### config.mk
export PLATFORM = sky130hd
export DESIGN_NAME = sprite_ram_writer
export DESIGN_NICKNAME = d
export VERILOG_FILES = /design/src/rtl/sprite_ram_writer_pkg.sv /design/src/rtl/sprite_ram_writer.sv
export SDC_FILE = /design/constraint.sdc
export NUM_CORES = 1
export LEC_CHECK = 0
export ABC_AREA = 1
export BUFFER_PORTS_ARGS = -buffer_cell sky130_fd_sc_hd__buf_2
export CORE_UTILIZATION = 44
export CTS_CLUSTER_DIAMETER = 40
export CTS_CLUSTER_SIZE = 40
export DETAILED_ROUTE_END_ITERATION = 10
export GPL_ROUTABILITY_DRIVEN = 0
export PLACE_DENSITY = 0.67
export SETUP_SLACK_MARGIN = 0.02
export SLEW_MARGIN = 10
export SYNTH_ARGS = -nofsm -noshare
export SYNTH_HDL_FRONTEND = slang
export SYNTH_SLANG_ARGS = --single-unit
### constraint.sdc
create_clock -name clk -period 2.2 [get_ports clk]
set_input_delay 0.22 -clock clk [delete_from_list [all_inputs] [get_ports clk]]
set_output_delay 0.22 -clock clk [all_outputs]
set_load 0.03 [all_outputs]
### src/rtl/sprite_ram_writer_pkg.sv
// ---------------------------------------------------------------------------
// sprite_ram_writer_pkg
//   Shared raster limits and writer FSM encoding. The sprite controllers and
//   the writer import the same values so they agree on the raster limits.
//   CORDW          : width of raster line/column coordinates
//   V_ACTIVE_LINES : first vertical blanking line (default for V_ACTIVE)
//   wr_state_t     : 2-bit writer FSM state encoding
// ---------------------------------------------------------------------------
package sprite_ram_writer_pkg;

    localparam int CORDW          = 10;
    localparam int V_ACTIVE_LINES = 480;

    typedef enum logic [1:0] {
        IDLE       = 2'd0,
        WAIT_BLANK = 2'd1,
        WRITE      = 2'd2,
        DONE       = 2'd3
    } wr_state_t;

endpackage

### src/rtl/sprite_ram_writer.sv
// ---------------------------------------------------------------------------
// sprite_ram_writer
//   Write side of the sprite memories. A load command (base, length) is
//   accepted, then pixel words from a valid/ready stream are written into
//   sprite RAM port A, but only while the raster is in vertical blanking so
//   the sprite controllers never read a half-updated sprite.
//
// Ports
//   clk       : system/pixel clock, rising edge
//   rst_n     : asynchronous active-low reset
//   line      : current raster line from the video timing generator
//   cmd_valid : load command valid
//   cmd_ready : load command accepted when cmd_valid && cmd_ready
//   cmd_base  : first RAM address of the load
//   cmd_len   : number of words to write (0 = empty load)
//   abort     : synchronous abort of the current load
//   s_valid   : pixel stream word valid
//   s_ready   : pixel stream word accepted when s_valid && s_ready
//   s_data    : pixel stream word
//   wr_en     : RAM write enable (registered)
//   wr_addr   : RAM write address (registered)
//   wr_data   : RAM write data (registered)
//   busy      : high from command accept until done or abort
//   done      : one-cycle pulse after the last word has been written
// ---------------------------------------------------------------------------
module sprite_ram_writer
    import sprite_ram_writer_pkg::*;
#(
    parameter int ADDR_W   = 16,
    parameter int DATA_W   = 8,
    parameter int V_ACTIVE = V_ACTIVE_LINES
) (
    input  logic              clk,
    input  logic              rst_n,
    input  logic [CORDW-1:0]  line,
    input  logic              cmd_valid,
    output logic              cmd_ready,
    input  logic [ADDR_W-1:0] cmd_base,
    input  logic [ADDR_W-1:0] cmd_len,
    input  logic              abort,
    input  logic              s_valid,
    output logic              s_ready,
    input  logic [DATA_W-1:0] s_data,
    output logic              wr_en,
    output logic [ADDR_W-1:0] wr_addr,
    output logic [DATA_W-1:0] wr_data,
    output logic              busy,
    output logic              done
);

    localparam logic [CORDW-1:0]  V_ACTIVE_C = CORDW'(V_ACTIVE);
    localparam logic [ADDR_W-1:0] ONE        = ADDR_W'(1);

    wr_state_t         state;
    logic [ADDR_W-1:0] addr;
    logic [ADDR_W-1:0] remaining;
    logic              in_blank;
    logic              cmd_fire;
    logic              s_fire;

    // The handshake signals must react to abort in the same cycle, so they
    // are decoded combinationally from the registered state. cmd_ready is
    // also held low while reset is asserted so every output reads 0 then.
    assign cmd_ready = rst_n && (state == IDLE) && !abort;
    assign s_ready   = (state == WRITE) && in_blank && !abort;
    assign cmd_fire  = cmd_valid && cmd_ready;
    assign s_fire    = s_valid && s_ready;

    // Registered blanking flag; it trails the line input by one cycle.
    always_ff @(posedge clk or negedge rst_n) begin
        if (!rst_n) begin
            in_blank <= 1'b0;
        end else begin
            in_blank <= (line >= V_ACTIVE_C);
        end
    end

    // Load sequencer. Abort overrides everything outside IDLE. When blanking
    // ends mid-load, addr and remaining simply hold in WAIT_BLANK so the load
    // picks up where it stopped in the next blanking period. The address
    // counter wraps naturally at 2**ADDR_W.
    always_ff @(posedge clk or negedge rst_n) begin
        if (!rst_n) begin
            state     <= IDLE;
            addr      <= '0;
            remaining <= '0;
            busy      <= 1'b0;
            done      <= 1'b0;
        end else begin
            done <= 1'b0;
            if (abort && (state != IDLE)) begin
                state <= IDLE;
                busy  <= 1'b0;
            end else begin
                case (state)
                    IDLE: begin
                        if (cmd_fire) begin
                            addr      <= cmd_base;
                            remaining <= cmd_len;
                            busy      <= 1'b1;
                            state     <= (cmd_len == '0) ? DONE : WAIT_BLANK;
                        end
                    end
                    WAIT_BLANK: begin
                        if (in_blank) begin
                            state <= WRITE;
                        end
                    end
                    WRITE: begin
                        if (s_fire) begin
                            addr      <= addr + ONE;
                            remaining <= remaining - ONE;
                            if (remaining == ONE) begin
                                state <= DONE;
                            end
                        end else if (!in_blank) begin
                            state <= WAIT_BLANK;
                        end
                    end
                    DONE: begin
                        done  <= 1'b1;
                        busy  <= 1'b0;
                        state <= IDLE;
                    end
                    default: begin
                        state <= IDLE;
                    end
                endcase
            end
        end
    end

    // Registered RAM write port: one write per accepted word, using the
    // address before it was incremented. A handshake taken just before an
    // abort still lands here on the following cycle.
    always_ff @(posedge clk or negedge rst_n) begin
        if (!rst_n) begin
            wr_en   <= 1'b0;
            wr_addr <= '0;
            wr_data <= '0;
        end else begin
            wr_en <= s_fire;
            if (s_fire) begin
                wr_addr <= addr;
                wr_data <= s_data;
            end
        end
    end

endmodule

==> impl_metrics.csv, run 1 <==
group,metric,value,unit
global_routing,grt.overflow.total,0,
timing,fmax,0.511,GHz
global_routing,grt_pass1_wl,14900,um
timing,worst_slew_pin_slew,0.788,ns
setup_path,cpPeakStageDelay,0.42,ns
clock_network,cts_setup_buffers,0,
clock_network,cts_made_buffers,9,
placed_design,portBuffers,78,
layout,drive_above_1_share,17.5,%
setup_path,crit_path_cell_trace,"inv_1, ha_1, inv_1, o21ai_1, nand2_1, nor2_2, buf_4, o21ai_0",
setup_path,critPathMaxFanout,17,
floorplan,die_w,92.6,um
status,status,"finished clean",
power,switching_share,46.7,%
setup_path,critPathBufInv,3,
global_routing,met2_usage,38.1,%
yosys,synthCells,539,
setup_path,critPathRequiredTime,2.41,ns
global_routing,antenna_found_initial,0,
clock_network,worstSkewPairLatency,0.34,ns
global_routing,grt_pass1_vias,3412,
placed_design,placed_cells,712,
timing,postLayoutSetupSlackWorst,0.242,ns
min_path,worstHoldPathType,"in2reg",
setup_path,endpoint_kind,"flip-flop",
floorplan,start_util,46.0,%
layout,final_cells,725,
clock_network,hold_buffers,0,
timing,min_period_over_period,89.0,%
setup_path,start_kind,"flip-flop",
yosys,synth_cell_types,24,
clock_network,clkTransAtPathRegs,0.06,ns
global_routing,use_met1,27.1,%
routing,ant_nets,0,
setup_path,cpMaxStageDelayCell,"dfrtp_1",
timing,relSlewSlack,47.5,%
routing,detail_route.drc_violations,0,
timing,finalClockSkew,0.00693,ns
clock_network,clock-sinks,62,
layout,mostFrequentLayoutCell,"nand2_1",
layout,diodes,0,
global_routing,use_met3,4.93,%
timing,drv_slew,0,
yosys,synth_area,0.00361,sq mm
yosys,syn_area_per_cell,6.69,sq um
setup_path,critPathKind,"reg2reg",
layout,nets,683,
placed_design,place_ws,0.150,ns
clock_network,h-tree-depth,3,
routing,finalWirelength,8690,um
floorplan,rows,32,
routing,num_vias,3593,
setup_path,cp_common_cell,"inv_1",
power,peakVddDrop,0.000604,V
floorplan,dieArea,0.00857,sq mm
layout,final_cell_mix,"nand2_1, nor2_1, buf_2",
placed_design,dpl_cell_area,0.00414,sq mm
placed_design,place_hpwl,6330,um
clock_network,cts_root_buf,"clkbuf_8",
yosys,yosysSeqAreaShare,43.0,%
yosys,ys_ff_latch,62,
global_routing,grt_usage,21.8,%
yosys,yosys_warnings,0,
routing,detail_route.vias_per_cell,4.96,
power,p_clk_share,15.7,%
timing,setup_violations,0,
floorplan,core,0.00785,sq mm
job,maxCapViolCount,0,
power,power_density,1280,mW/mm^2
routing,drt_iter0_drc,116,
clock_network,cts_tree,"built",
floorplan,die_y,92.6,um
timing,finalHoldViolations,0,
setup_path,cp_top_family,"buffers and inverters",
timing,min_period,1.96,ns
power,power_frac_seq,36.6,%
global_routing,grt_start_max_net_pins,63,
yosys,syn-num-nets,601,
floorplan,pin_count,84,
power,power.switching,2.57,mW
power,finalPower,5.50,mW
routing,drt_pass1_iterations,4,
routing,wire_per_inst,12.0,um
timing,rsz0062_at_grt,"false",
clock_network,post_cts_resized,0,
setup_path,cp.arrival,2.17,ns
power,p_comb_share,47.8,%
layout,area_growth,19.2,%
global_routing,grt.busiest_layer,"met2",
timing,final.setup.tns,0,ns
layout,design_area,0.00430,sq mm
power,p_leak,2.28,nW
power,intPower,2.93,mW
clock_network,cts_buffer_depth,2,
==> cells by family after synthesis <==
logic type | share of synthesized area, %
and+or+nand+nor | 40.4
DFF | 43.0
buffers and inverters | 6.35
AOI/OAI and AO/OA | 7.56
adders and majority gates | 2.43
xor gates and xnor gates | 0.243
==> power by group through the flow <==
| stage | sequential [mW] | combinational [mW] | clock (mW) |
|---|---|---|---|
| floorplan | 2.20 | 1.66 | 0 |
| global placement | 2.00 | 2.56 | 0 |
| detailed placement | 2.02 | 2.62 | 0 |
| CTS | 2.01 | 2.64 | 0.880 |
| global route | 2.08 | 3.01 | 0.938 |
| finish | 2.01 | 2.63 | 0.863 |
==> flip-flops by register name (all words and copies together), names as in the netlist <==
register	cells
in_blank	1
addr	16
remaining	16
busy	1
wr_data	8
wr_en	1
done	1
wr_addr	16
state	2
==> synth_stat cells (all sizes together) <==
library cell  instances  share of area [%]
inv                  41                4.3
o21ai                48                6.7
a21oi                 3               0.42
or2                   3               0.52
nand4                 7                1.4
xor2                  1               0.24
nand2               210                 22
a41o                  1               0.28
clkbuf                8               0.87
buf                   9                1.2
o211ai                1               0.21
ha                    7                2.4
nand3                42                6.0
nand3b                3               0.62
nor2                 90                9.4
nor3                  3               0.73
dfrtp                62                 43
==> area by class of cell <==
class,count,area [sq um]
fill,792,3540
multi-input combinational,419,1830
sequential,62,1550
timing repair buffer,88,478
inverter,41,154
clock buffer,11,151
tap,102,128
clock inverter,2,10.0
==> worst register-to-register path, stage by stage (launching register included) <==
cell and delay, ns:
dfrtp_1 0.42, inv_1 0.09, ha_1 0.31, inv_1 0.10, o21ai_1 0.25, nand2_1 0.10
nor2_2 0.20, buf_4 0.25, o21ai_0 0.10
==> path summary, 6_finish.rpt <==
path | depth (start not counted) | slack (ns) | start | endpoint
worst max-delay path | 8 | 0.24 | state[0] | addr[3]
worst min-delay path | 3 | 0.08 | s_data[6] | wr_data[6]
worst max register to register | 8 | 0.24 | state[0] | addr[3]
worst min register to register | 2 | 0.48 | wr_data[4] | wr_data[4]
max in group asynchronous | 2 | 1.57 | rst_n | addr[14]
min in group asynchronous | 2 | 0.11 | rst_n | addr[1]
==> through the flow <==
stage,hold slack [ns],util [%]
CTS,0.0672,54.8
global route,0.0703,54.8
detailed placement,0.419,52.7
finish,0.0756,54.8
floorplan,-0.0756,-
global placement,0.413,52.7
==> metal layers <==
metal	vias up	part of all wire (%)
li1	1863	-
met1	1634	46
met2	90	49
met3	6	4.8
met4	0	0.72
met5	-	0
No activity file was read; power rests on OpenSTA's default activity.
==> run 2, diff against run 1 <==
Settings changed: BUFFER_PORTS_ARGS -buffer_cell sky130_fd_sc_hd__buf_2 to -buffer_cell sky130_fd_sc_hd__buf_4.
==> run 2 against run 1 <==
  * Via count did not move
  * Clock skew barely moved
  * Worst hold slack better by 0.00078 ns
  * Sequential cell count stayed put
  * Critical path type unchanged
  * Core utilization up 2.5 points
  * Clock-buffer cell count down 1
  * Highest routed layer unchanged
==> impl_metrics.csv, run 2 (synthesis results as in run 1) <==
group,metric,value,unit
setup_path,r2r_start,"state[0]",
clock_network,clkTransAtPathRegs,0.07,ns
floorplan,die_w,92.6,um
global_routing,use_met3,4.02,%
timing,final.setup.tns,0,ns
clock_network,cts_made_buffers,9,
setup_path,critPathRequiredTime,2.42,ns
setup_path,critPathMaxFanout,17,
setup_path,rr_worst_depth,8,
timing,rsz0062_at_grt,"false",
setup_path,critPathKind,"reg2reg",
setup_path,cp_common_cell,"inv_1",
timing,min_period,1.92,ns
min_path,hold_path.startpoint,"s_data[3]",
placed_design,dpl_cell_area,0.00433,sq mm
floorplan,core,0.00785,sq mm
timing,setup_violations,0,
clock_network,cts_tree,"built",
clock_network,cts_root_buf,"clkbuf_8",
clock_network,cts_setup_buffers,0,
global_routing,grt_pass1_wl,15200,um
setup_path,cp.arrival,2.14,ns
min_path,hold_depth,3,
routing,drt_iter0_drc,193,
global_routing,grt_pass1_vias,3433,
global_routing,met2_usage,38.5,%
floorplan,start_util,46.0,%
global_routing,grt_start_max_net_pins,63,
power,peakVddDrop,0.000598,V
timing,fmax,0.521,GHz
layout,nets,683,
setup_path,start_kind,"flip-flop",
timing,worst_slew_pin_slew,0.780,ns
routing,wire_per_inst,11.9,um
layout,mostFrequentLayoutCell,"nand2_1",
global_routing,grt_usage,22.4,%
min_path,hold_path_end,"wr_data[3]",
setup_path,cpPeakStageDelay,0.41,ns
min_path,worstHoldPathType,"in2reg",
setup_path,endpoint_kind,"flip-flop",
routing,finalWirelength,8630,um
layout,design_area,0.00450,sq mm
floorplan,pin_count,84,
power,power_density,1240,mW/mm^2
clock_network,h-tree-depth,3,
floorplan,die_y,92.6,um
clock_network,clock-sinks,62,
timing,relSlewSlack,48.0,%
setup_path,cpMaxStageDelayCell,"dfrtp_1",
layout,diodes,0,
power,p_leak,2.32,nW
timing,finalClockSkew,0.00704,ns
timing,finalHoldViolations,0,
global_routing,grt.overflow.total,0,
layout,area_growth,24.7,%
routing,detail_route.drc_violations,0,
setup_path,r2r_slack,0.28,ns
floorplan,rows,32,
layout,final_cell_mix,"nand2_1, nor2_1, buf_4",
layout,drive_above_1_share,17.6,%
global_routing,antenna_found_initial,0,
floorplan,dieArea,0.00857,sq mm
setup_path,r2r-end,"addr[6]",
global_routing,grt.busiest_layer,"met2",
routing,ant_nets,0,
setup_path,crit_path_cell_trace,"inv_1, ha_1, inv_1, o21ai_1, nand2_1, nor2_2, buf_4, o21ai_0",
global_routing,use_met1,27.9,%
placed_design,portBuffers,78,
routing,detail_route.vias_per_cell,4.95,
clock_network,cts_buffer_depth,2,
layout,fin_util,57.3,%
clock_network,worstSkewPairLatency,0.34,ns
routing,num_vias,3593,
placed_design,place_hpwl,6260,um
timing,min_period_over_period,87.3,%
layout,reg.largest.list,"addr x16, remaining x16, wr_addr x16",
routing,drt_pass1_iterations,4,
status,status,"finished clean",
timing,drv_slew,0,
job,maxCapViolCount,0,
## run 2: stage by stage
step	total power [mW]	hold slack (ns)	instances	worst slack, ns
floorplan	3.87	-0.0756	539	0.544
global placement	4.67	0.414	712	0.271
detailed placement	4.74	0.421	712	0.211
CTS	5.63	0.0612	726	0.171
global route	6.17	0.0691	726	0.0574
finish	5.59	0.0763	726	0.279
## run 2: how the worst max path moves through the flow
stage                     depth (start not counted)           end  startpoint  slack [ns]
after floorplan                                  10  remaining[6]    state[0]        0.54
after detailed placement                          8       addr[6]    state[0]        0.21
after global placement                            8       addr[3]    state[0]        0.27
after CTS                                         9       addr[6]    state[0]        0.17
final                                             8       addr[6]    state[0]        0.28
after global routing                              9       addr[1]    state[0]        0.06
## run 2: repair_timing
item,CTS,global route
hold buffers,0,0
endpoints found under the setup margin,0,10
gates resized for setup,0,1
## run 2: layer usage
| layer | vias up | part of all wire [%] |
|---|---|---|
| met2 | 83 | 48 |
| met3 | 11 | 3.5 |
| met4 | 0 | 1.3 |
| met5 | - | 0 |
| li1 | 1855 | - |
| met1 | 1644 | 47 |
## run 2: cell type report
type / instances / area (sq um)
tap: 102 / 128
clock inverter: 4 / 25.0
clock buffer: 10 / 138
sequential: 62 / 1550
fill: 785 / 3350
timing repair buffer: 88 / 673
inverter: 41 / 154
multi-input combinational: 419 / 1830
## run 2: power breakdown
part | internal [mW] | leakage, nW | switching, mW
Combinational | 0.991 | 1.45 | 1.73
Clock | 0.422 | 0.0800 | 0.438
Sequential | 1.60 | 0.795 | 0.410
Total | 3.01 | 2.32 | 2.58
## run 2: worst max-delay path, delay by kind of cell, from the launching register on
kind,cells,cell delay [ns]
buffers and inverters,3,0.45
flip-flops,1,0.41
AO/OA/AOI/OAI,2,0.33
AND/OR/NAND/NOR,2,0.31
adder cells (fa/ha/maj),1,0.29
==> run 3, diff against run 2 <==
Settings changed: CELL_PAD_IN_SITES_DETAIL_PLACEMENT set to 0, CELL_PAD_IN_SITES_GLOBAL_PLACEMENT set to 1, CORE_UTILIZATION 44 to 38, PLACE_DENSITY 0.67 to unset, PLACE_DENSITY_LB_ADDON set to 0.1, TNS_END_PERCENT set to 100.
==> run 3 against run 2 <==
  * Via count shrank 0.53%
  * Fmax grew 3.0%
  * Combinational power is essentially flat
  * Core utilization shrank 7.7 points
  * Final area grew 1.8%
  * Worst hold slack lost 0.016 ns
  * Largest cell class unchanged
  * Clock power grew 28%
  * Largest power group unchanged
  * Worst setup slack gained 0.055 ns
==> impl_metrics.csv, run 3 (synthesis results as in run 1) <==
group,metric,value,unit
status,status,"finished clean",
floorplan,rows,35,
clock_network,cts_root_buf,"clkbuf_8",
global_routing,grt_start_max_net_pins,63,
clock_network,post_cts_resized,0,
routing,drt_pass1_iterations,4,
clock_network,cts_tree,"built",
timing,min_period_over_period,84.8,%
global_routing,grt_pass1_vias,3341,
clock_network,cts_setup_buffers,0,
timing,finalHoldViolations,0,
setup_path,crit_path_cell_trace,"inv_1, ha_1, buf_4, buf_4, nand3_1, o21ai_0, nand2_1, nand2_1",
setup_path,cpPeakStageDelay,0.41,ns
layout,reg.largest.list,"addr x16, remaining x16, wr_addr x16",
timing,worst_slew_pin_slew,0.797,ns
timing,finalClockSkew,0.0101,ns
power,finalPower,5.82,mW
setup_path,critPathMaxFanout,25,
layout,nets,683,
clock_network,clock-sinks,62,
setup_path,critPathBufInv,3,
layout,area_growth,27.0,%
routing,detail_route.drc_violations,0,
placed_design,portBuffers,78,
timing,relSlewSlack,46.9,%
power,p_leak,2.35,nW
layout,drive_above_1_share,17.6,%
timing,setup_violations,0,
setup_path,start_kind,"flip-flop",
setup_path,cp.arrival,2.14,ns
clock_network,h-tree-depth,3,
job,maxCapViolCount,0,
layout,final_cell_mix,"nand2_1, nor2_1, buf_4",
floorplan,die_w,99.4,um
floorplan,pin_count,84,
timing,final.setup.tns,0,ns
clock_network,hold_buffers,0,
power,power_density,1270,mW/mm^2
routing,num_vias,3574,
floorplan,die_y,99.4,um
global_routing,antenna_found_initial,0,
global_routing,grt_pass1_wl,15700,um
power,peakVddDrop,0.000516,V
routing,ant_nets,0,
setup_path,cpMaxStageDelayCell,"dfrtp_1",
timing,drv_slew,0,
global_routing,grt.overflow.total,0,
setup_path,endpoint_kind,"flip-flop",
timing,fmax,0.536,GHz
routing,drt_iter0_drc,99,
clock_network,cts_made_buffers,9,
routing,finalWirelength,9090,um
timing,min_period,1.87,ns
setup_path,critPathRequiredTime,2.48,ns
global_routing,grt_usage,20.2,%
min_path,worstHoldPathType,"in2reg",
floorplan,dieArea,0.00989,sq mm
layout,diodes,0,
floorplan,start_util,39.1,%
layout,fillers,991,
routing,detail_route.vias_per_cell,4.73,
setup_path,critPathKind,"reg2reg",
floorplan,core,0.00924,sq mm
clock_network,worstSkewPairLatency,0.34,ns
layout,mostFrequentLayoutCell,"nand2_1",
clock_network,clkTransAtPathRegs,0.07,ns
clock_network,cts_buffer_depth,2,
timing,rsz0062_at_grt,"false",
routing,wire_per_inst,12.0,um
placed_design,place_hpwl,6610,um
setup_path,cp_top_family,"buffers and inverters",
## run 3: cell count changes in the layout (fill, tap and decap cells not counted)
cell,previous run,this run
clkinvlp_4,2,1
bufinv_16,0,2
nor2_1,89,90
clkinv_4,0,1
clkbuf_1,0,1
clkbuf_8,10,9
nor2_2,1,0
## run 3: metrics by stage
step	area (sq um)	hold slack, ns	setup WS (ns)	utilization (%)	std cells
after global placement	4370	0.417	0.325	47.3	739
after detailed placement	4370	0.419	0.352	47.3	739
final	4580	0.0600	0.335	49.6	755
after global routing	4580	0.0468	0.0963	49.6	755
after CTS	4580	0.0439	0.323	49.6	755
after floorplan	3610	-0.0756	0.544	-	539
## run 3: layout make-up
| class | count | area, sq um | area share (%) |
|---|---|---|---|
| clock buffers | 10 | 128 | 2.79 |
| flip-flops and latches | 62 | 1550 | 33.9 |
| repair buffers | 88 | 673 | 14.7 |
| inverters | 41 | 154 | 3.36 |
| clock inverters | 6 | 86.3 | 1.88 |
| well taps | 129 | 161 | 3.52 |
| multi-input cells | 419 | 1830 | 39.9 |
## run 3: layer usage
layer	GRT usage (%)	vias up	part of all wire (%)
met3	4.36	9	3.2
li1	-	1866	-
met2	33.5	61	48
met5	0	-	0
met1	26.4	1638	48
met4	6.67	0	1.4
## run 3: path summary, 6_finish.rpt
path	start	to	slack (ns)	depth (start not counted)
max reg2reg	state[0]	remaining[8]	0.33	8
max in group asynchronous	rst_n	remaining[15]	1.59	2
min in group asynchronous	rst_n	in_blank	0.10	2
min reg2reg	wr_data[2]	wr_data[2]	0.48	2
max	state[0]	remaining[8]	0.33	8
min	line[9]	in_blank	0.06	2
## run 3: worst register-to-register path, cell delays in order (launching register included)
cell     delay (ns)
dfrtp_1        0.41
inv_1          0.09
ha_1           0.23
buf_4          0.33
buf_4          0.33
nand3_1        0.15
o21ai_0        0.16
nand2_1        0.06
nand2_1        0.05
## run 3: report_power, final
part | switching [mW] | internal [mW]
combinational | 1.73 | 0.977
clock | 0.467 | 0.636
sequential | 0.408 | 1.60
total | 2.61 | 3.21
